`src/rtl/hicore_commit_pkg.sv`:
```
// Shared definitions for the commit stage: HiCore_* width defines, the
// commit_info field layout and the commit FSM state encodings.
// Optional feature macro used elsewhere: HICORE_COMMIT_INSTRET_EN.
`ifndef HiCore_RFIDX_WIDTH
`define HiCore_RFIDX_WIDTH 5
`endif
`ifndef HiCore_CSRIDX_WIDTH
`define HiCore_CSRIDX_WIDTH 12
`endif
`ifndef HiCore_REG_SIZE
`define HiCore_REG_SIZE 32
`endif
`ifndef HiCore_PC_SIZE
`define HiCore_PC_SIZE 32
`endif
`ifndef HiCore_WB_SIZE
`define HiCore_WB_SIZE (6 + `HiCore_PC_SIZE)
`endif

package hicore_commit_pkg;
    localparam int RFIDX_W  = `HiCore_RFIDX_WIDTH;
    localparam int CSRIDX_W = `HiCore_CSRIDX_WIDTH;
    localparam int REG_W    = `HiCore_REG_SIZE;
    localparam int PC_W     = `HiCore_PC_SIZE;
    localparam int WB_W     = `HiCore_WB_SIZE;

    // commit_info layout
    localparam int WB_REDIRECT  = 0;
    localparam int WB_EXC       = 1;
    localparam int WB_CAUSE_LSB = 2;
    localparam int WB_CAUSE_W   = 4;
    localparam int WB_EPC_LSB   = 6;

    typedef enum logic [1:0] {
        ST_RUN         = 2'b00,
        ST_FENCEI_WAIT = 2'b01,
        ST_REDIR       = 2'b10
    } commit_state_e;
endpackage

```
`src/rtl/gnrl_dfflr.sv`:
```
// Generic load-enabled flop with asynchronous active-low reset to zero.
module gnrl_dfflr #(
    parameter int DW = 32
) (
    input  logic          clk,
    input  logic          rst_n,
    input  logic          lden,
    input  logic [DW-1:0] dnxt,
    output logic [DW-1:0] qout
);
    // Load on enable, clear on reset.
    always_ff @(posedge clk or negedge rst_n) begin
        if (!rst_n)    qout <= '0;
        else if (lden) qout <= dnxt;
    end
endmodule

```
`src/rtl/hicore_commit_fsm.sv`:
```
// Commit sequencing FSM: holds the retire state, the post-fence.i resume
// PC and the I-cache invalidate handshake.
//   state          | meaning
//   ST_RUN         | retiring, commit_valid asserted
//   ST_FENCEI_WAIT | fence.i retired, waiting for I-cache invalidate ack
//   ST_REDIR       | one cycle redirect of fetch to pc_q
module hicore_commit_fsm
    import hicore_commit_pkg::*;
(
    input  logic            clk,
    input  logic            rst_n,
    input  logic            fencei_go,
    input  logic [PC_W-1:0] next_pc,
    input  logic            icache_inv_ack,
    output logic            commit_valid,
    output logic            icache_inv_req,
    output logic            redir_valid,
    output logic [PC_W-1:0] pc_q
);
    commit_state_e state, state_nxt;
    logic [1:0]    state_q;

    // State register; ST_RUN encodes as zero so reset lands in RUN.
    gnrl_dfflr #(.DW(2)) u_state (
        .clk(clk), .rst_n(rst_n), .lden(1'b1),
        .dnxt(state_nxt), .qout(state_q)
    );
    assign state = commit_state_e'(state_q);

    // Resume PC captured at the fence.i retire.
    gnrl_dfflr #(.DW(PC_W)) u_pc (
        .clk(clk), .rst_n(rst_n), .lden(fencei_go),
        .dnxt(next_pc), .qout(pc_q)
    );

    // Next-state decode; an ack outside FENCEI_WAIT has no effect.
    always_comb begin
        state_nxt = ST_RUN;
        case (state)
            ST_RUN:         state_nxt = fencei_go ? ST_FENCEI_WAIT : ST_RUN;
            ST_FENCEI_WAIT: state_nxt = icache_inv_ack ? ST_REDIR : ST_FENCEI_WAIT;
            ST_REDIR:       state_nxt = ST_RUN;
            default:        state_nxt = ST_RUN;
        endcase
    end

    // Moore outputs decoded from the current state.
    always_comb begin
        commit_valid   = (state == ST_RUN);
        icache_inv_req = (state == ST_FENCEI_WAIT);
        redir_valid    = (state == ST_REDIR);
    end
endmodule

```
`src/rtl/hicore_commit.sv`:
```
// In-order retirement unit: retire decode, architectural write muxing,
// flush/redirect/trap generation. Sequencing lives in hicore_commit_fsm.
// Optional: HICORE_COMMIT_INSTRET_EN adds a 64-bit instret counter/port.
module hicore_commit
    import hicore_commit_pkg::*;
(
    input  logic                clk,
    input  logic                rst_n,
    output logic                commit_valid,
    input  logic                commit_ready,
    input  logic                commit_rd_need,
    input  logic [RFIDX_W-1:0]  commit_rd_idx,
    input  logic [REG_W-1:0]    commit_rd_data,
    input  logic                commit_csr_need,
    input  logic [CSRIDX_W-1:0] commit_csr_idx,
    input  logic [REG_W-1:0]    commit_csr_data,
    input  logic                commit_fence_i_op,
    input  logic                commit_mret_op,
    input  logic [PC_W-1:0]     commit_next_pc,
    input  logic [WB_W-1:0]     commit_info,
    output logic                flush,
    output logic                rf_wen,
    output logic [RFIDX_W-1:0]  rf_waddr,
    output logic [REG_W-1:0]    rf_wdata,
    output logic                csr_wen,
    output logic [CSRIDX_W-1:0] csr_waddr,
    output logic [REG_W-1:0]    csr_wdata,
    output logic                trap_valid,
    output logic [PC_W-1:0]     trap_epc,
    output logic [3:0]          trap_cause,
    input  logic [PC_W-1:0]     csr_mtvec,
    input  logic [PC_W-1:0]     csr_mepc,
    output logic                icache_inv_req,
    input  logic                icache_inv_ack,
    output logic                redirect_valid,
    output logic [PC_W-1:0]     redirect_pc
`ifdef HICORE_COMMIT_INSTRET_EN
    ,
    output logic [63:0]         instret
`endif
);
    logic            retire, exc, mispred, fencei_go, fsm_redir;
    logic [PC_W-1:0] pc_q;

    // rst_n gates the handshake so every output except commit_valid is
    // quiet while reset is held, even if the ROB presents a ready head.
    assign retire    = commit_valid & commit_ready & rst_n;
    assign exc       = commit_info[WB_EXC];
    assign mispred   = commit_info[WB_REDIRECT];
    assign fencei_go = retire & commit_fence_i_op & ~exc;

    hicore_commit_fsm u_fsm (
        .clk(clk), .rst_n(rst_n), .fencei_go(fencei_go),
        .next_pc(commit_next_pc), .icache_inv_ack(icache_inv_ack),
        .commit_valid(commit_valid), .icache_inv_req(icache_inv_req),
        .redir_valid(fsm_redir), .pc_q(pc_q)
    );

    // Architectural writes; an excepting head writes nothing.
    always_comb begin
        rf_wen    = retire & commit_rd_need & (|commit_rd_idx) & ~exc;
        csr_wen   = retire & commit_csr_need & ~exc;
        rf_waddr  = rst_n ? commit_rd_idx   : '0;
        rf_wdata  = rst_n ? commit_rd_data  : '0;
        csr_waddr = rst_n ? commit_csr_idx  : '0;
        csr_wdata = rst_n ? commit_csr_data : '0;
    end

    // Exception report to the CSR file.
    always_comb begin
        trap_valid = retire & exc;
        trap_epc   = trap_valid ? commit_info[WB_EPC_LSB +: PC_W] : '0;
        trap_cause = trap_valid ? commit_info[WB_CAUSE_LSB +: WB_CAUSE_W] : '0;
    end

    // Flush and fetch redirect, priority exc > fence.i > mret > mispredict.
    // fence.i defers its redirect to the REDIR state.
    always_comb begin
        flush          = retire & (exc | commit_fence_i_op | commit_mret_op | mispred);
        redirect_valid = 1'b0;
        redirect_pc    = '0;
        if (fsm_redir) begin
            redirect_valid = 1'b1;
            redirect_pc    = pc_q;
        end else if (retire) begin
            if (exc) begin
                redirect_valid = 1'b1;
                redirect_pc    = csr_mtvec;
            end else if (commit_fence_i_op) begin
                redirect_valid = 1'b0;
            end else if (commit_mret_op) begin
                redirect_valid = 1'b1;
                redirect_pc    = csr_mepc;
            end else if (mispred) begin
                redirect_valid = 1'b1;
                redirect_pc    = commit_next_pc;
            end
        end
    end

`ifdef HICORE_COMMIT_INSTRET_EN
    // Retired-instruction counter; excepting retires are not counted.
    gnrl_dfflr #(.DW(64)) u_instret (
        .clk(clk), .rst_n(rst_n), .lden(retire & ~exc),
        .dnxt(instret + 64'd1), .qout(instret)
    );
`endif
endmodule

```
`config.mk`:
```
export PLATFORM = sky130hd
export DESIGN_NAME = hicore_commit
export DESIGN_NICKNAME = d
export VERILOG_FILES = /design/src/rtl/hicore_commit_pkg.sv /design/src/rtl/gnrl_dfflr.sv /design/src/rtl/hicore_commit_fsm.sv /design/src/rtl/hicore_commit.sv
export SDC_FILE = /design/constraint.sdc
export NUM_CORES = 1
export LEC_CHECK = 0
export ABC_AREA = 0
export CAP_MARGIN = 5
export CORE_AREA = 2 2 145 147
export DETAILED_ROUTE_END_ITERATION = 10
export DIE_AREA = 0 0 147 149
export PLACE_DENSITY_LB_ADDON = 0.3
export SYNTH_ARGS = -nofsm -noshare
export SYNTH_HDL_FRONTEND = slang
export SYNTH_HIERARCHICAL = 1
export SYNTH_SLANG_ARGS = --single-unit
```
`constraint.sdc`:
```
create_clock -name clk -period 3.3 [get_ports clk]
set_input_delay 0.33 -clock clk [delete_from_list [all_inputs] [get_ports clk]]
set_output_delay 0.33 -clock clk [all_outputs]
set_load 0.02 [all_outputs]
```
==> reports/results.tsv, run 1 <==
stage	metric	value	unit
status	outcome	finished clean	
timing	Fin. Hold Viols	0	
synth	register area share after synthesis	0.255	
synth	mapped cell area	3340	um2
finish	Ant. Diodes	0	
synth	flops & latches, synth	34	
critical_path	CP Launch Type	register	
finish	Core Util, Final	0.364	
timing	fin. max-slew vios	0	
drt	uppermost routed layer	met4	
die	Starting Density	0.163	
clock_network	CTS tree	done	
synth	Synth top area share	0.255	
clock_network	CTS root buffer	clkbuf_16	
timing	final setup vio count	0	
power_and_ir_drop	peak supply drop	0.000149	V
die	I/O Pins	379	
synth	Yosys warnings	6	
timing	minimum clock period	2.89	ns
timing	RSZ-0062 raised after global routing	no	
clock_network	clk sinks	34	
die	DIE WIDTH	147	um
die	Die Area	21900	um2
global_route	vias in the first global route	4250	
drt	DR iter-0 viols	86	
drt	Vias/cell	4.05	
synth	Synth Flop Type	dfrtp_1	
timing	Max Freq	0.346	GHz
power_and_ir_drop	Lkg Pwr	2.77	nW
synth	number of distinct library cells after synthesis	31	
drt	final WL	16.5	mm
hold_path	worst min path class	in2async	
clock_network	Post-CTS Resized	0	
critical_path	reg2reg setup slack	1.03	ns
power_and_ir_drop	Reg power frac	0.276	
run	Max-Cap Viols	0	
drt	1st-pass router iterations	4	
critical_path	endpoint type of the worst setup path	primary output	
synth	Synth Instances	375	
global_route	first-pass GRT wire length	24.2	mm
global_route	initial antenna violation count	0	
drt	met2 WL	8.19	mm
timing	Worst Skew	0.00379	ns
timing	Final TNS setup	0	ns
synth	number of synthesized flops with an enable pin	0	
synth	Synth async-reset ratio	1.00	
clock_network	H-tree depth	2	
drt	Antenna Violating Nets Remaining	0	
drt	DR WL met3	1.31	mm
power_and_ir_drop	sw power	0.000620	W
global_route	largest net degree at the start of global routing	86	
die	row count	53	
critical_path	WS Path Type	reg2out	
drt	via count	4087	
global_route	GR Overflow Total	0	
die	core area	20600	um2
critical_path	worst-path maximum fanout	32	
critical_path	Arr. time, crit path	2.56	ns
synth	Synth area leaders	dfrtp_1 (25%), and2_1 (22%), mux2_4 (13%), a22oi_1 (7.2%), nand2_1 (7.2%)	
timing	Slew HR	0.563	
power_and_ir_drop	switching part of the total	0.289	
timing	Worst-Margin Slew	0.655	ns
synth	most common cell in the netlist	and2_1	
synth	Commonest cells post-synth	and2_1 (120), nand2_1 (64), dfrtp_1 (34)	
clock_network	Setup Buffers After CTS	0	
power_and_ir_drop	combinational power share	0.471	
timing	fin crit share	0.876	
placement	hpwl dp	13.5	mm
global_route	GRT Overall Usage	0.141	
finish	nets@finish	956	
clock_network	CTS Hold Buffers Added	0	
power_and_ir_drop	Int Power	0.00153	W
clock_network	latest clock arrival within the worst-skew pair	0.27	ns
finish	area delta synth->final	124	%
finish	fraction of layout cells with a size suffix above 1	0.0969	
drt	wire per inst	16.4	um
power_and_ir_drop	Power per Cell Area	287	nW/um2
synth	Synth area leader	dfrtp_1	
power_and_ir_drop	Clock Power Share	0.253	
clock_network	Worst-path clk slew	0.06	ns
die	Die Height	149	um
placement	GPL Wtd Cong	0.764	
drt	Metal-1 WL	6.69	mm
critical_path	CP Data Required Time	2.97	ns
placement	# port buffers	378	
clock_network	clk buf depth	2	
clock_network	number of buffers created by CTS	5	
synth	synthesized area per cell	8.91	um2
drt	DRC	0	
[area by class of cell]
type | count | area, um2
inverters | 1 | 3.75
multi-input cells | 304 | 2250
repair buffers | 387 | 3870
well taps | 275 | 344
fillers | 2116 | 13100
flip-flops and latches | 34 | 851
clock inverters | 1 | 30.0
clock buffers | 6 | 139
[path summary, 6_finish.rpt]
kind / from / to / cells after the start
worst max-delay path: u_fsm/u_state/qout[0] / redirect_pc[21] / 6
worst min-delay path: rst_n / u_fsm/u_pc/qout[25] / 2
worst max register to register: u_fsm/u_state/qout[0] / u_fsm/u_pc/qout[29] / 6
worst min register to register: u_fsm/u_pc/qout[26] / u_fsm/u_pc/qout[26] / 1
max in group asynchronous: rst_n / u_fsm/u_pc/qout[9] / 3
min in group clk: u_fsm/u_pc/qout[26] / u_fsm/u_pc/qout[26] / 1
[power groups by stage]
stage | Combinational (W) | Clock [W] | Sequential, W
final | 0.00101 | 0.000542 | 0.000593
after global routing | 0.00107 | 0.000582 | 0.000610
after CTS | 0.00102 | 0.000566 | 0.000594
after detailed placement | 0.00102 | 0 | 0.000598
after global placement | 0.00102 | 0 | 0.000594
after floorplan | 0.000485 | 0 | 0.000583
[sequential cells by signal, summed over array words and instances, names as in the netlist]
signal and cells:
u_fsm/u_pc/qout 32, u_fsm/u_state/qout 2
[critical path, cell delays in order, from the launching register on]
cell	delay (ns)
dfrtp_1	0.45
nor2_1	0.33
nand3_4	0.16
or2_1	0.23
buf_4	0.24
a22oi_1	0.21
clkdlybuf4s50_1	0.65
[layer usage]
layer / vias to the layer above / track usage
li1: 2015 / -
met1: 1867 / 0.166
met2: 193 / 0.254
met3: 12 / 0.0398
met4: 0 / 0.0346
met5: - / 0
[cells in the final DEF, fill, tap and decap left out, types with 4 or more instances in the layout]
cell type and instances:
a22oi_1 32, a221oi_2 10, dfrtp_1 34, clkbuf_16 5
nor2_1 4, buf_4 8, and2_1 119, nand2_1 64
mux2_2 4, a221oi_1 22, clkdlybuf4s50_1 376, mux2_4 30
[kinds of logic (layout without fill, tap and decap cells)]
logic type             Yosys count  count (layout)  share of synthesized area
AND/OR/NAND/NOR                199             199                      0.336
AO/OA/AOI/OAI                   69              69                      0.184
buffers and inverters           38             395                     0.0757
multiplexers                    34              34                      0.148
flip-flops                      34              34                      0.255
other                            1               2                    0.00112
[stage by stage]
stage / hold WS (ns) / std cells / worst slack, ns / total power [W] / instance area, um2
2_1_floorplan: 0.0344 / 376 / 1.09 / 0.00107 / 3340
3_3_place_gp: 0.490 / 1001 / 0.457 / 0.00161 / 7320
3_5_place_dp: 0.483 / 1001 / 0.412 / 0.00162 / 7320
4_1_cts: 0.195 / 1008 / 0.297 / 0.00218 / 7490
5_1_grt: 0.222 / 1008 / 0.219 / 0.00227 / 7490
6_report: 0.172 / 1008 / 0.409 / 0.00215 / 7490
Power figures use the tool's default switching activity.
==> run 2: changes to the inputs <==
--- a/config.mk
+++ b/config.mk
@@ -6,11 +6,13 @@
 export NUM_CORES = 1
 export LEC_CHECK = 0
 export ABC_AREA = 0
+export ABC_CLOCK_PERIOD_IN_PS = 3300
 export CAP_MARGIN = 5
 export CORE_AREA = 2 2 145 147
 export DETAILED_ROUTE_END_ITERATION = 10
 export DIE_AREA = 0 0 147 149
 export PLACE_DENSITY_LB_ADDON = 0.3
+export REMOVE_ABC_BUFFERS = 1
 export SYNTH_ARGS = -nofsm -noshare
 export SYNTH_HDL_FRONTEND = slang
 export SYNTH_HIERARCHICAL = 1
==> run 2 against run 1 <==
Net effect: first-iteration DRC count up 47%; maximum frequency increased by 4.0%; flip-flop and latch count unchanged; global-route usage is 2.0 points higher; power fell by 1.9%; via count grew 1.6%; die area unchanged; clock-buffer cell count rose by 1; setup slack better by 0.11 ns; clock power decreased by 10%; critical endpoint is now redirect_pc[23]; largest cell class unchanged.
==> reports/results.tsv, run 2 (synthesized netlist as in run 1, its figures left out) <==
stage	metric	value	unit	change
clock_network	clk buf depth	2		unchanged
status	outcome	finished clean		
clock_network	CTS tree	done		
die	I/O Pins	379		unchanged
drt	wire per inst	18.2	um	+11%
global_route	GRT Overall Usage	0.161		+0.0201
timing	minimum clock period	2.78	ns	-0.111 ns
die	Starting Density	0.163		unchanged
clock_network	CTS Hold Buffers Added	0		unchanged
power_and_ir_drop	Pwr Total	0.00211	W	-1.9%
run	Max-Cap Viols	0		unchanged
finish	final-layout fill cell count	2129		+0.61%
timing	Slew HR	0.636		+0.0724
drt	DRC	0		unchanged
finish	most frequent cells in the layout	clkdlybuf4s50_1 (376), and2_1 (119), nand2_1 (64), dfrtp_1 (34), a22oi_1 (32)		
critical_path	CP Launch Type	primary input		
die	row count	53		unchanged
clock_network	CTS root buffer	clkbuf_16		
critical_path	CP Cell Sequence	clkdlybuf4s50_1, nor4b_4, buf_12, nand2_1, a22oi_1, clkdlybuf4s50_1		
timing	Max Freq	0.360	GHz	+4.0%
placement	GPL Wtd Cong	0.784		+2.7%
clock_network	latest clock arrival within the worst-skew pair	0.28	ns	about the same
die	Die Area	21900	um2	unchanged
global_route	first-pass GRT wire length	26.9	mm	+11%
global_route	GR Overflow Total	0		unchanged
timing	Fin. Hold Viols	0		unchanged
drt	1st-pass router iterations	4		unchanged
finish	biggest regs	u_fsm/u_pc/qout (32), u_fsm/u_state/qout (2)		
die	DIE WIDTH	147	um	unchanged
critical_path	worst-path maximum fanout	32		unchanged
global_route	largest net degree at the start of global routing	70		-19%
placement	# port buffers	378		unchanged
clock_network	Worst-path clk slew	0.06	ns	about the same
drt	Vias/cell	4.10		+1.2%
die	Die Height	149	um	unchanged
critical_path	cell mode on critical path	clkdlybuf4s50_1		
critical_path	highest-delay cell along the critical path	clkdlybuf4s50_1		
global_route	initial antenna violation count	0		unchanged
finish	Biggest register	u_fsm/u_pc/qout		
timing	fin. max-slew vios	0		unchanged
drt	via count	4152		+1.6%
timing	fin crit share	0.843		-0.0335
critical_path	endpoint type of the worst setup path	primary output		
finish	Ant. Diodes	0		unchanged
timing	Worst Skew	0.00413	ns	+0.000341 ns
drt	Antenna Violating Nets Remaining	0		unchanged
clock_network	Setup Buffers After CTS	0		unchanged
critical_path	Arr. time, crit path	2.45	ns	-0.11 ns
power_and_ir_drop	peak supply drop	0.000190	V	+28%
clock_network	clk sinks	34		unchanged
clock_network	number of buffers created by CTS	5		unchanged
finish	max FFs per register	32		unchanged
clock_network	Post-CTS Resized	0		unchanged
critical_path	CP Buf/Inv Count	3		+1
drt	final WL	18.4	mm	+12%
timing	Final TNS setup	0	ns	unchanged
finish	most common cell after layout, fill and taps aside	clkdlybuf4s50_1		
drt	DR iter-0 viols	126		+47%
critical_path	WS Path Type	in2out		
global_route	vias in the first global route	4259		+0.21%
die	core area	20600	um2	unchanged
finish	area delta synth->final	124	%	
placement	hpwl dp	14.5	mm	+6.9%
critical_path	CP max stage delay	0.66	ns	about the same
critical_path	CP Data Required Time	2.97	ns	about the same
critical_path	cell family with most CP delay	buffers and inverters		
power_and_ir_drop	Lkg Pwr	2.78	nW	+0.39%
timing	Worst-Margin Slew	0.547	ns	-0.109 ns
timing	final setup vio count	0		unchanged
hold_path	worst min path class	in2async		
power_and_ir_drop	Power per Cell Area	281	nW/um2	-2.1%
finish	nets@finish	959		+0.31%
finish	fraction of layout cells with a size suffix above 1	0.100		+0.00354
timing	RSZ-0062 raised after global routing	no		
clock_network	H-tree depth	2		unchanged
[run 2: changes by cell type in the layout (fill, tap and decap cells not counted), sizes merged]
| cell | before | now |
|---|---|---|
| clkinv | 0 | 1 |
| clkbuf | 6 | 7 |
| bufinv | 1 | 0 |
| buf | 11 | 14 |
[run 2: where the power goes]
group	leakage [nW]	switching, W	internal [W]
registers	0.412	0.0000674	0.000532
clock network	0.0739	0.000189	0.000300
logic	2.30	0.000392	0.000627
total	2.78	0.000648	0.00146
[run 2: worst paths after layout]
kind / from / endpoint / slack (ns) / cells after the start
min in group clk: u_fsm/u_pc/qout[9] / u_fsm/u_pc/qout[9] / 0.51 / 1
max: commit_fence_i_op / redirect_pc[23] / 0.52 / 6
min: rst_n / u_fsm/u_state/qout[1] / 0.07 / 2
max in group asynchronous: rst_n / u_fsm/u_pc/qout[18] / 2.76 / 2
min reg2reg: u_fsm/u_pc/qout[9] / u_fsm/u_pc/qout[9] / 0.51 / 1
max reg2reg: u_fsm/u_state/qout[0] / u_fsm/u_pc/qout[5] / 1.06 / 6
[run 2: metrics by stage]
step	instance area, um2	setup slack [ns]	cells	utilization	hold WS, ns
2_1_floorplan	3100	-0.921	339	-	0.0344
3_3_place_gp	7350	0.550	1004	0.358	0.386
3_5_place_dp	7350	0.516	1004	0.358	0.388
4_1_cts	7500	0.506	1012	0.365	0.0817
5_1_grt	7500	0.386	1012	0.365	0.0928
6_report	7500	0.519	1012	0.365	0.0695
[run 2: cell type report]
type                            instances  area (um2)  area share
Inverter                                1        3.75    0.000501
Clock inverter                          1        5.00    0.000667
Tap cell                              275         344      0.0459
Clock buffer                            7         143      0.0190
Multi-Input combinational cell        304        2250       0.300
Timing Repair Buffer                  390        3900       0.521
Sequential cell                        34         851       0.113
[run 2: worst reg2reg max path, cell delays in order (launching register included)]
cell and delay, ns:
dfrtp_1 0.45, nor2_1 0.24, nand3_4 0.14, nor2_1 0.12, and2_2 0.49, buf_4 0.36, mux2_4 0.34
[run 2: layer usage]
metal	vias to the layer above	share of wire	global-route usage	wire length, um
met5	-	0	0	0
met3	10	0.087	0.0489	1590
met4	0	0.011	0.0274	205
li1	2022	-	-	-
met1	1910	0.45	0.219	8200
met2	210	0.46	0.256	8410
